===== config.mk =====
export PLATFORM = sky130hd
export DESIGN_NAME = reg_dump_reader
export DESIGN_NICKNAME = d
export VERILOG_FILES = /design/src/rtl/reg_dump_reader.sv
export SDC_FILE = /design/constraint.sdc
export NUM_CORES = 1
export LEC_CHECK = 0
export CAP_MARGIN = 20
export CELL_PAD_IN_SITES_DETAIL_PLACEMENT = 0
export CELL_PAD_IN_SITES_GLOBAL_PLACEMENT = 1
export CORE_MARGIN = 2
export CORE_UTILIZATION = 36
export DETAILED_ROUTE_END_ITERATION = 16
export PLACE_DENSITY = 0.64
export SETUP_SLACK_MARGIN = 0.15
export SLEW_MARGIN = 20
export SYNTH_ARGS = -nofsm -noshare
export SYNTH_HDL_FRONTEND = slang
export SYNTH_SLANG_ARGS = --single-unit

===== constraint.sdc =====
create_clock -name CLK -period 2.9 [get_ports CLK]
set_input_delay 0.29 -clock CLK [delete_from_list [all_inputs] [get_ports CLK]]
set_output_delay 0.29 -clock CLK [all_outputs]
set_load 0.05 [all_outputs]

===== src/rtl/reg_dump_reader.sv =====
// Register-file dump engine: walks addresses 0..31 and streams each word with its index.
// Latency: Start to first word 3 cycles, one word per cycle without stalls; Done one cycle after last handshake.
// Backpressure: full valid/ready via a 2-entry FIFO with issue credit; REG_DUMP_CHKSUM_EN appends an XOR word.

module reg_dump_fifo #(
  parameter int W     = 8,
  parameter int DEPTH = 2
) (
  input  logic                     i_clk,
  input  logic                     i_rst_n,
  input  logic                     i_wr_vld,
  input  logic [W-1:0]             i_wr_dat,
  input  logic                     i_rd_rdy,
  output logic                     o_rd_vld,
  output logic [W-1:0]             o_rd_dat,
  output logic [$clog2(DEPTH):0]   o_count
);
  localparam int AW = $clog2(DEPTH);

  logic [W-1:0]  r_mem [DEPTH];
  logic [AW-1:0] r_wr_ptr;
  logic [AW-1:0] r_rd_ptr;
  logic [AW:0]   r_count;
  logic          w_push;
  logic          w_pop;

  function automatic logic [AW-1:0] f_inc(input logic [AW-1:0] p);
    return (p == AW'(DEPTH - 1)) ? '0 : p + 1'b1;
  endfunction

  assign w_pop  = (r_count != '0) && i_rd_rdy;
  assign w_push = i_wr_vld && ((r_count != (AW+1)'(DEPTH)) || w_pop);

  always_ff @(posedge i_clk or negedge i_rst_n) begin
    if (!i_rst_n) begin
      for (int i = 0; i < DEPTH; i++) r_mem[i] <= '0;
      r_wr_ptr <= '0;
      r_rd_ptr <= '0;
      r_count  <= '0;
    end else begin
      if (w_push) begin
        r_mem[r_wr_ptr] <= i_wr_dat;
        r_wr_ptr        <= f_inc(r_wr_ptr);
      end
      if (w_pop) r_rd_ptr <= f_inc(r_rd_ptr);
      case ({w_push, w_pop})
        2'b10:   r_count <= r_count + 1'b1;
        2'b01:   r_count <= r_count - 1'b1;
        default: r_count <= r_count;
      endcase
    end
  end

  assign o_rd_vld = (r_count != '0);
  assign o_rd_dat = r_mem[r_rd_ptr];
  assign o_count  = r_count;
endmodule

module reg_dump_reader (
  input  logic        CLK,
  input  logic        RST_N,
  input  logic        Start,
  output logic [4:0]  SR,
  input  logic [31:0] RdData,
  output logic [31:0] OutData,
  output logic [4:0]  OutIdx,
  output logic        OutLast,
  output logic        OutValid,
  input  logic        OutReady,
  output logic        Busy,
  output logic        Done
);
  typedef enum logic [1:0] {ST_IDLE, ST_RUN, ST_DRAIN} state_t;

  typedef struct packed {
    logic [31:0] dat;
    logic [4:0]  idx;
    logic        last;
  } entry_t;

  localparam int         EW        = $bits(entry_t);
  localparam logic [4:0] LAST_ADDR = 5'd31;

  state_t        r_state;
  state_t        w_state_nxt;
  logic [4:0]    r_sr;
  logic          r_infl;
  logic [4:0]    r_infl_idx;
  logic          r_done;
  logic          w_start;
  logic          w_issue;
  logic          w_hs;
  logic          w_final_hs;
  logic          w_wr_vld;
  logic          w_rd_vld;
  logic [1:0]    w_count;
  logic [2:0]    w_credit;
  entry_t        w_wr_ent;
  entry_t        w_head;
  logic [EW-1:0] w_wr_bits;
  logic [EW-1:0] w_head_bits;

  assign w_hs       = w_rd_vld && OutReady;
  assign w_final_hs = w_hs && w_head.last;
  // Slots already committed: buffered words plus the read in flight, minus the one leaving now.
  assign w_credit   = {1'b0, w_count} + {2'b00, r_infl} - {2'b00, w_hs};
  assign w_issue    = (r_state == ST_RUN) && (w_credit < 3'd2);

  always_comb begin
    w_state_nxt = r_state;
    w_start     = 1'b0;
    case (r_state)
      ST_IDLE: begin
        if (Start) begin
          w_state_nxt = ST_RUN;
          w_start     = 1'b1;
        end
      end
      ST_RUN: begin
        if (w_issue && (r_sr == LAST_ADDR)) w_state_nxt = ST_DRAIN;
      end
      ST_DRAIN: begin
        if (w_final_hs) w_state_nxt = ST_IDLE;
      end
      default: w_state_nxt = ST_IDLE;
    endcase
  end

  always_ff @(posedge CLK or negedge RST_N) begin
    if (!RST_N) begin
      r_state    <= ST_IDLE;
      r_sr       <= '0;
      r_infl     <= 1'b0;
      r_infl_idx <= '0;
      r_done     <= 1'b0;
    end else begin
      r_state    <= w_state_nxt;
      r_infl     <= w_issue;
      r_infl_idx <= r_sr;
      r_done     <= (r_state == ST_DRAIN) && w_final_hs;
      if (w_start) begin
        r_sr <= '0;
      end else if (w_issue && (r_sr != LAST_ADDR)) begin
        r_sr <= r_sr + 5'd1;
      end
    end
  end

`ifdef REG_DUMP_CHKSUM_EN
  logic [31:0] r_chk;
  logic        w_chk_push;

  // The checksum word goes in as word 31 leaves; no read is in flight at that point.
  assign w_chk_push = w_hs && (w_head.idx == LAST_ADDR);

  always_ff @(posedge CLK or negedge RST_N) begin
    if (!RST_N) begin
      r_chk <= '0;
    end else if (w_start) begin
      r_chk <= '0;
    end else if (w_hs) begin
      r_chk <= r_chk ^ w_head.dat;
    end
  end

  always_comb begin
    w_wr_ent = '0;
    w_wr_vld = r_infl || w_chk_push;
    if (w_chk_push) begin
      w_wr_ent.dat  = r_chk ^ w_head.dat;
      w_wr_ent.idx  = '0;
      w_wr_ent.last = 1'b1;
    end else begin
      w_wr_ent.dat  = RdData;
      w_wr_ent.idx  = r_infl_idx;
      w_wr_ent.last = 1'b0;
    end
  end
`else
  always_comb begin
    w_wr_ent      = '0;
    w_wr_vld      = r_infl;
    w_wr_ent.dat  = RdData;
    w_wr_ent.idx  = r_infl_idx;
    w_wr_ent.last = (r_infl_idx == LAST_ADDR);
  end
`endif

  assign w_wr_bits = w_wr_ent;
  assign w_head    = entry_t'(w_head_bits);

  reg_dump_fifo #(
    .W     (EW),
    .DEPTH (2)
  ) u_fifo (
    .i_clk    (CLK),
    .i_rst_n  (RST_N),
    .i_wr_vld (w_wr_vld),
    .i_wr_dat (w_wr_bits),
    .i_rd_rdy (OutReady),
    .o_rd_vld (w_rd_vld),
    .o_rd_dat (w_head_bits),
    .o_count  (w_count)
  );

  assign SR       = r_sr;
  assign OutData  = w_head.dat;
  assign OutIdx   = w_head.idx;
  assign OutLast  = w_head.last;
  assign OutValid = w_rd_vld;
  assign Busy     = (r_state != ST_IDLE);
  assign Done     = r_done;
endmodule


==> reports/metrics.yaml, run 1 <==
timing.fmax_ghz: 0.392
holdPathStages: 0
yosys_warnings: 0
fin_tns_setup_ns: 0
reg2reg_slack_ns: 0.35
root_buffer: "clkbuf_16"
final_common_cell: "dfrtp_1"
clk_path_buf_depth: 2
drtIter0Drc: 62
syn_avg_cell_area_um2: 15.9
via_per_inst: 4.78
clk_pin_slew_ns: 0.06
fin_skew_ns: 0.00421
maxSlewViolCount: 0
place_hpwl_um: 5500
grt_use_total_pct: 14.0
hold_end: "r_infl_idx[4]$_DFF_PN0_"
cts_resized: 0
worstReg2RegStart: "u_fifo.o_count[0]$_DFFE_PN0P_"
async_flop_share_pct: 100
cap_violations: 0
rows: 40
port_buffers: 81
ys_types: 38
netlist_area_mm2: 0.00435
synth-seq-cells: 94
instances_no_fill: 519
cp_max_fo: 6
antenna_found_initial: 0
tightest_slew_ns: 0.584
setup_violations: 0
wl_per_cell_um: 16.3
start_kind: "flip-flop"
grt-ovfl-total: 0
num_vias: 2481
worstSkewPairLatency_ns: 0.33
reg2reg_depth: 7
cts.sinks: 94
period_minus_slack_ns: 2.55
synth.yosys.seq_area_share_pct: 54.1
die_width_um: 114
fin_nets: 408
cp.required_ns: 3.16
grt_pass1_vias: 2709
slew_headroom_pct: 61.1
wl_um: 8480
antenna_cells: 0
htreeDepth: 3
endpoint_kind: "flip-flop"
area_delta_synth_final_pct: 28.8
rr_endpoint: "SR[3]$_DFFE_PN0P_"
grt_first_pass_wirelength_um: 14000
crit_type: "reg -> reg"
cp_data_arrival_time_ns: 2.81
layout_common_cells: "dfrtp_1, clkdlybuf4s50_1, mux2_2"
dieHeight_um: 114
synth_edf_count: 0
stdcell_area_mm2: 0.00560
grt_max_degree: 46
setup_ws_ns: 0.349
syn_inst: 274
finalHoldViolations: 0
final_antenna_net_count: 0
placedCellCount: 501
drive_gt1_share_pct: 39.5
dpl-instance-area_mm2: 0.00530
ios: 82
fin_crit_sh_pct: 88.0
cts_buffers: 9
slowest_stage: "fa_1"
path_cells: "o21a_1 > ha_1 > nand2b_1 > fa_1 > nand4bb_1 > or4_1 > a21boi_1"
synth-main-ff-cell: "dfrtp_1"
core-area_mm2: 0.0119
min_path_type: "reg -> reg"
gp_congestion: 0.751
place_ws_ns: 0.117
start_util_pct: 36.5
die_area_mm2: 0.0130
cts_tree: "yes"
syn-num-nets: 315
startpoint: "u_fifo.o_count[0]$_DFFE_PN0P_"
status: "complete, no violations"
rsz0062_at_grt: "false"
dr.pass1.iters: 4
worstHoldStart: "SR[4]$_DFFE_PN0P_"
slowest_delay_ns: 0.53
drc: 0
[per-stage QoR]
stage               util [%]  hold WS [ns]
global route            47.0         0.469
CTS                     47.0         0.452
finish                  47.0         0.446
detailed placement      44.5         0.334
global placement        44.5         0.330
floorplan                  -      -0.00559
[flip-flops by register name, indices dropped and copies added (netlist names), 2 cells and up]
| signal | cells |
|---|---|
| r_infl_idx | 5 |
| u_fifo.o_count | 2 |
| r_state | 2 |
| u_fifo.r_mem | 76 |
| SR | 5 |
[layout make-up]
type | count | area, um^2
fillers | 1070 | 6310
clock buffers | 16 | 282
repair buffers | 95 | 928
flip-flops and latches | 94 | 2350
well taps | 147 | 184
multi-input cells | 165 | 1850
inverters | 2 | 7.51
[critical path: cells and delay by family (launching register included)]
kind | cells | cell delay [ns]
DFF | 1 | 0.47
AOI/OAI and AO/OA | 2 | 0.39
adders and majority gates | 2 | 0.81
and+or+nand+nor | 3 | 0.81
[repair_timing]
item	CTS	global route
buffers inserted	0	1
endpoints found under the hold margin	43	0
hold buffers	1	0
endpoints found under the setup margin	0	1
[worst max path at each step]
stage / endpoint / slack [ns] / cells past startpoint
3_5_place_dp: SR[3]$_DFFE_PN0P_ / 0.12 / 8
5_1_grt: SR[3]$_DFFE_PN0P_ / 0.21 / 7
2_1_floorplan: SR[3]$_DFFE_PN0P_ / 0.37 / 8
6_report: SR[3]$_DFFE_PN0P_ / 0.35 / 7
3_3_place_gp: SR[3]$_DFFE_PN0P_ / 0.15 / 8
4_1_cts: SR[3]$_DFFE_PN0P_ / 0.27 / 7
[cells by family (layout without fill, tap and decap cells)]
logic type / after synthesis / count (layout) / share of synthesized area, %
compound gates: 9 / 9 / 1.55
xor+xnor: 7 / 7 / 1.41
fa+ha+maj: 5 / 5 / 1.61
buf+inv: 15 / 113 / 3.57
flops: 94 / 94 / 54.1
mux: 115 / 115 / 33.2
simple gates: 29 / 29 / 4.55
[Yosys cell counts (2+ instances only)]
library cell / instances / share of area [%]
xor2_1: 3 / 0.60
nand3_1: 5 / 0.58
mux2_2: 74 / 19
nand2b_1: 2 / 0.29
inv_1: 2 / 0.17
xnor2_1: 4 / 0.81
nand2_1: 6 / 0.52
buf_4: 2 / 0.35
mux2_4: 40 / 14
buf_6: 3 / 0.78
ha_1: 4 / 1.2
or2_2: 2 / 0.29
buf_2: 3 / 0.35
buf_12: 4 / 1.8
dfrtp_1: 94 / 54
nor2_1: 3 / 0.26
o211ai_1: 2 / 0.35
[routing by layer]
layer | vias up | global-route usage [%] | routed length [um]
met1 | 1264 | 19.1 | 4140
li1 | 1165 | - | -
met3 | 8 | 2.28 | 271
met4 | 0 | 7.07 | 141
met5 | - | 0 | 0
met2 | 44 | 21.6 | 3920
Power of run 1 is left out: the tool's default activity adds up to more than one toggle a clock period on the data nets, which glitch-free logic cannot reach.
==> inputs of run 2 (changes only) <==
- SLEW_MARGIN: 20 -> unset
==> results of run 2 <==
No change in the layout: final DEF, timing and power equal those of run 1.
Power of run 2 is left out for the same reason.
==> inputs of run 3 (changes only) <==
- CORE_UTILIZATION: 36 -> 43
- PLACE_DENSITY: 0.64 -> 0.75
==> run 3 against run 2 <==
Effect of this change: first-iteration DRC count rose by 56%; die area fell by 16%; worst hold slack improved by 0.020 ns; final area fell by 1.2%; largest cell class unchanged.
==> reports/metrics.yaml, run 3 (same netlist as run 1, synthesis figures left out) <==
clk_pin_slew_ns: 0.09  # +0.03 ns
regArea_mm2: 0.00235  # about the same
max_flop_register: "u_fifo.r_mem"
port_buffers: 81  # unchanged
grt_first_pass_wirelength_um: 13300  # -4.8%
reg2reg_slack_ns: 0.29  # -0.06 ns
crit_type: "reg -> reg"
slowest_stage: "fa_1"
period_minus_slack_ns: 2.61  # +0.0614 ns
critical_path_buf_inv_count: 0  # unchanged
area_delta_synth_final_pct: 27.3
dr.pass1.iters: 4  # unchanged
multiInputGateArea_mm2: 0.00186  # +0.88%
setup_violations: 0  # unchanged
via_per_inst: 4.90  # +2.5%
fin_crit_sh_pct: 90.1  # +2.1 points
die_area_mm2: 0.0109  # -16%
grt_pass1_vias: 2596  # -4.2%
start_util_pct: 44.5  # +8.0 points
die_width_um: 105  # -8.2%
reg2reg_depth: 7  # unchanged
n_fill_cell: 840  # -21%
final_antenna_net_count: 0  # unchanged
grt_max_degree: 49  # +6.5%
slowest_delay_ns: 0.57  # +0.04 ns
root_buffer: "clkbuf_8"
wl_per_cell_um: 16.1  # -1.5%
cts.sinks: 94  # unchanged
maxSlewViolCount: 0  # unchanged
htreeDepth: 3  # unchanged
cp_data_arrival_time_ns: 2.85  # +0.04 ns
cap_violations: 0  # unchanged
finalHoldViolations: 0  # unchanged
endpoint_kind: "flip-flop"
rows: 36  # -10%
ios: 82  # unchanged
post-cts-setup-buffer-count: 0  # unchanged
final_common_cell: "dfrtp_1"
cp_max_fo: 6  # unchanged
num_vias: 2449  # -1.3%
grt_use_total_pct: 15.6  # +1.6 points
largest_reg_flops: 76  # unchanged
drive_gt1_share_pct: 39.8  # +0.27 points
cp_num_cells: 7  # unchanged
crit_family: "adder cells"
clk_path_buf_depth: 2  # unchanged
gp_congestion: 0.757  # +0.77%
fin_skew_ns: 0.00906  # +0.00485 ns
core-area_mm2: 0.00977  # -18%
start_kind: "flip-flop"
layout_common_cells: "dfrtp_1, clkdlybuf4s50_1, mux2_2"
cts_tree: "yes"
drc: 0  # unchanged
cts_buffers: 9  # unchanged
tightest_slew_ns: 0.628  # +0.0443 ns
antenna_found_initial: 0  # unchanged
slew_headroom_pct: 58.1  # -3.0 points
cp.required_ns: 3.14  # -0.02 ns
place_hpwl_um: 5220  # -5.0%
drtIter0Drc: 97  # +56%
wl_um: 8040  # -5.1%
timing.fmax_ghz: 0.383  # -2.4%
antenna_cells: 0  # unchanged
status: "complete, no violations"
fin_nets: 403  # -1.2%
min_path_type: "reg -> reg"
holdPathStages: 0  # unchanged
grt-ovfl-total: 0  # unchanged
rsz0062_at_grt: "true"
fin_tns_setup_ns: 0  # unchanged
dieHeight_um: 105  # -8.2%
path_cells: "o21a_1 > ha_1 > nand2b_1 > fa_1 > nor4bb_1 > nand3_1 > mux2i_1"
worstSkewPairLatency_ns: 0.36  # +0.03 ns
-- run 3: cell count changes in the layout (fill, tap and decap cells not counted), moves of 2 or more --
cell	before	now
buf_12	1	4
buf_4	13	5
bufinv_16	0	2
clkbuf_1	4	2
clkbuf_16	9	0
clkbuf_8	3	10
clkinv_2	0	2
-- run 3: metal layers --
| metal | routed length [um] | track usage, % | share of wire (%) |
|---|---|---|---|
| met1 | 3900 | 21.6 | 49 |
| met2 | 3670 | 23.4 | 46 |
| met3 | 295 | 2.87 | 3.7 |
| met4 | 170 | 8.11 | 2.1 |
| met5 | 0 | 0 | 0 |
-- run 3: cell type report --
type / instances / area share [%]
timing repair buffer: 90 / 16.8
tap: 133 / 3.01
inverter: 2 / 0.136
clock buffer: 12 / 2.62
clock inverter: 4 / 1.27
multi-input combinational: 165 / 33.7
sequential: 94 / 42.5
-- run 3: repair_timing --
item	in CTS	in global routing
hold buffers	1	0
endpoints found under the setup margin	0	1
hold endpoints to repair	47	0
gates resized for setup	0	2
-- run 3: final timing paths --
check                                                   start                      endpoint
worst max-delay path            u_fifo.o_count[0]$_DFFE_PN0P_             SR[2]$_DFFE_PN0P_
worst min-delay path                        SR[3]$_DFFE_PN0P_       r_infl_idx[3]$_DFF_PN0_
worst max register to register  u_fifo.o_count[0]$_DFFE_PN0P_             SR[2]$_DFFE_PN0P_
worst min register to register              SR[3]$_DFFE_PN0P_       r_infl_idx[3]$_DFF_PN0_
max in group asynchronous                               RST_N  u_fifo.r_mem[21]$_DFFE_PN0P_
min in group asynchronous                               RST_N   u_fifo.r_mem[3]$_DFFE_PN0P_
-- run 3: through the flow --
step | instance area [um^2] | setup slack, ns | util [%] | hold slack, ns | cells
3_3_place_gp | 5290 | 0.151 | 54.1 | 0.344 | 483
5_1_grt | 5540 | 0.143 | 56.6 | 0.494 | 500
3_5_place_dp | 5290 | 0.110 | 54.1 | 0.349 | 483
2_1_floorplan | 4350 | 0.366 | - | -0.00559 | 274
4_1_cts | 5520 | 0.244 | 56.5 | 0.472 | 500
6_report | 5540 | 0.288 | 56.6 | 0.466 | 500
Power of run 3 is left out for the same reason.
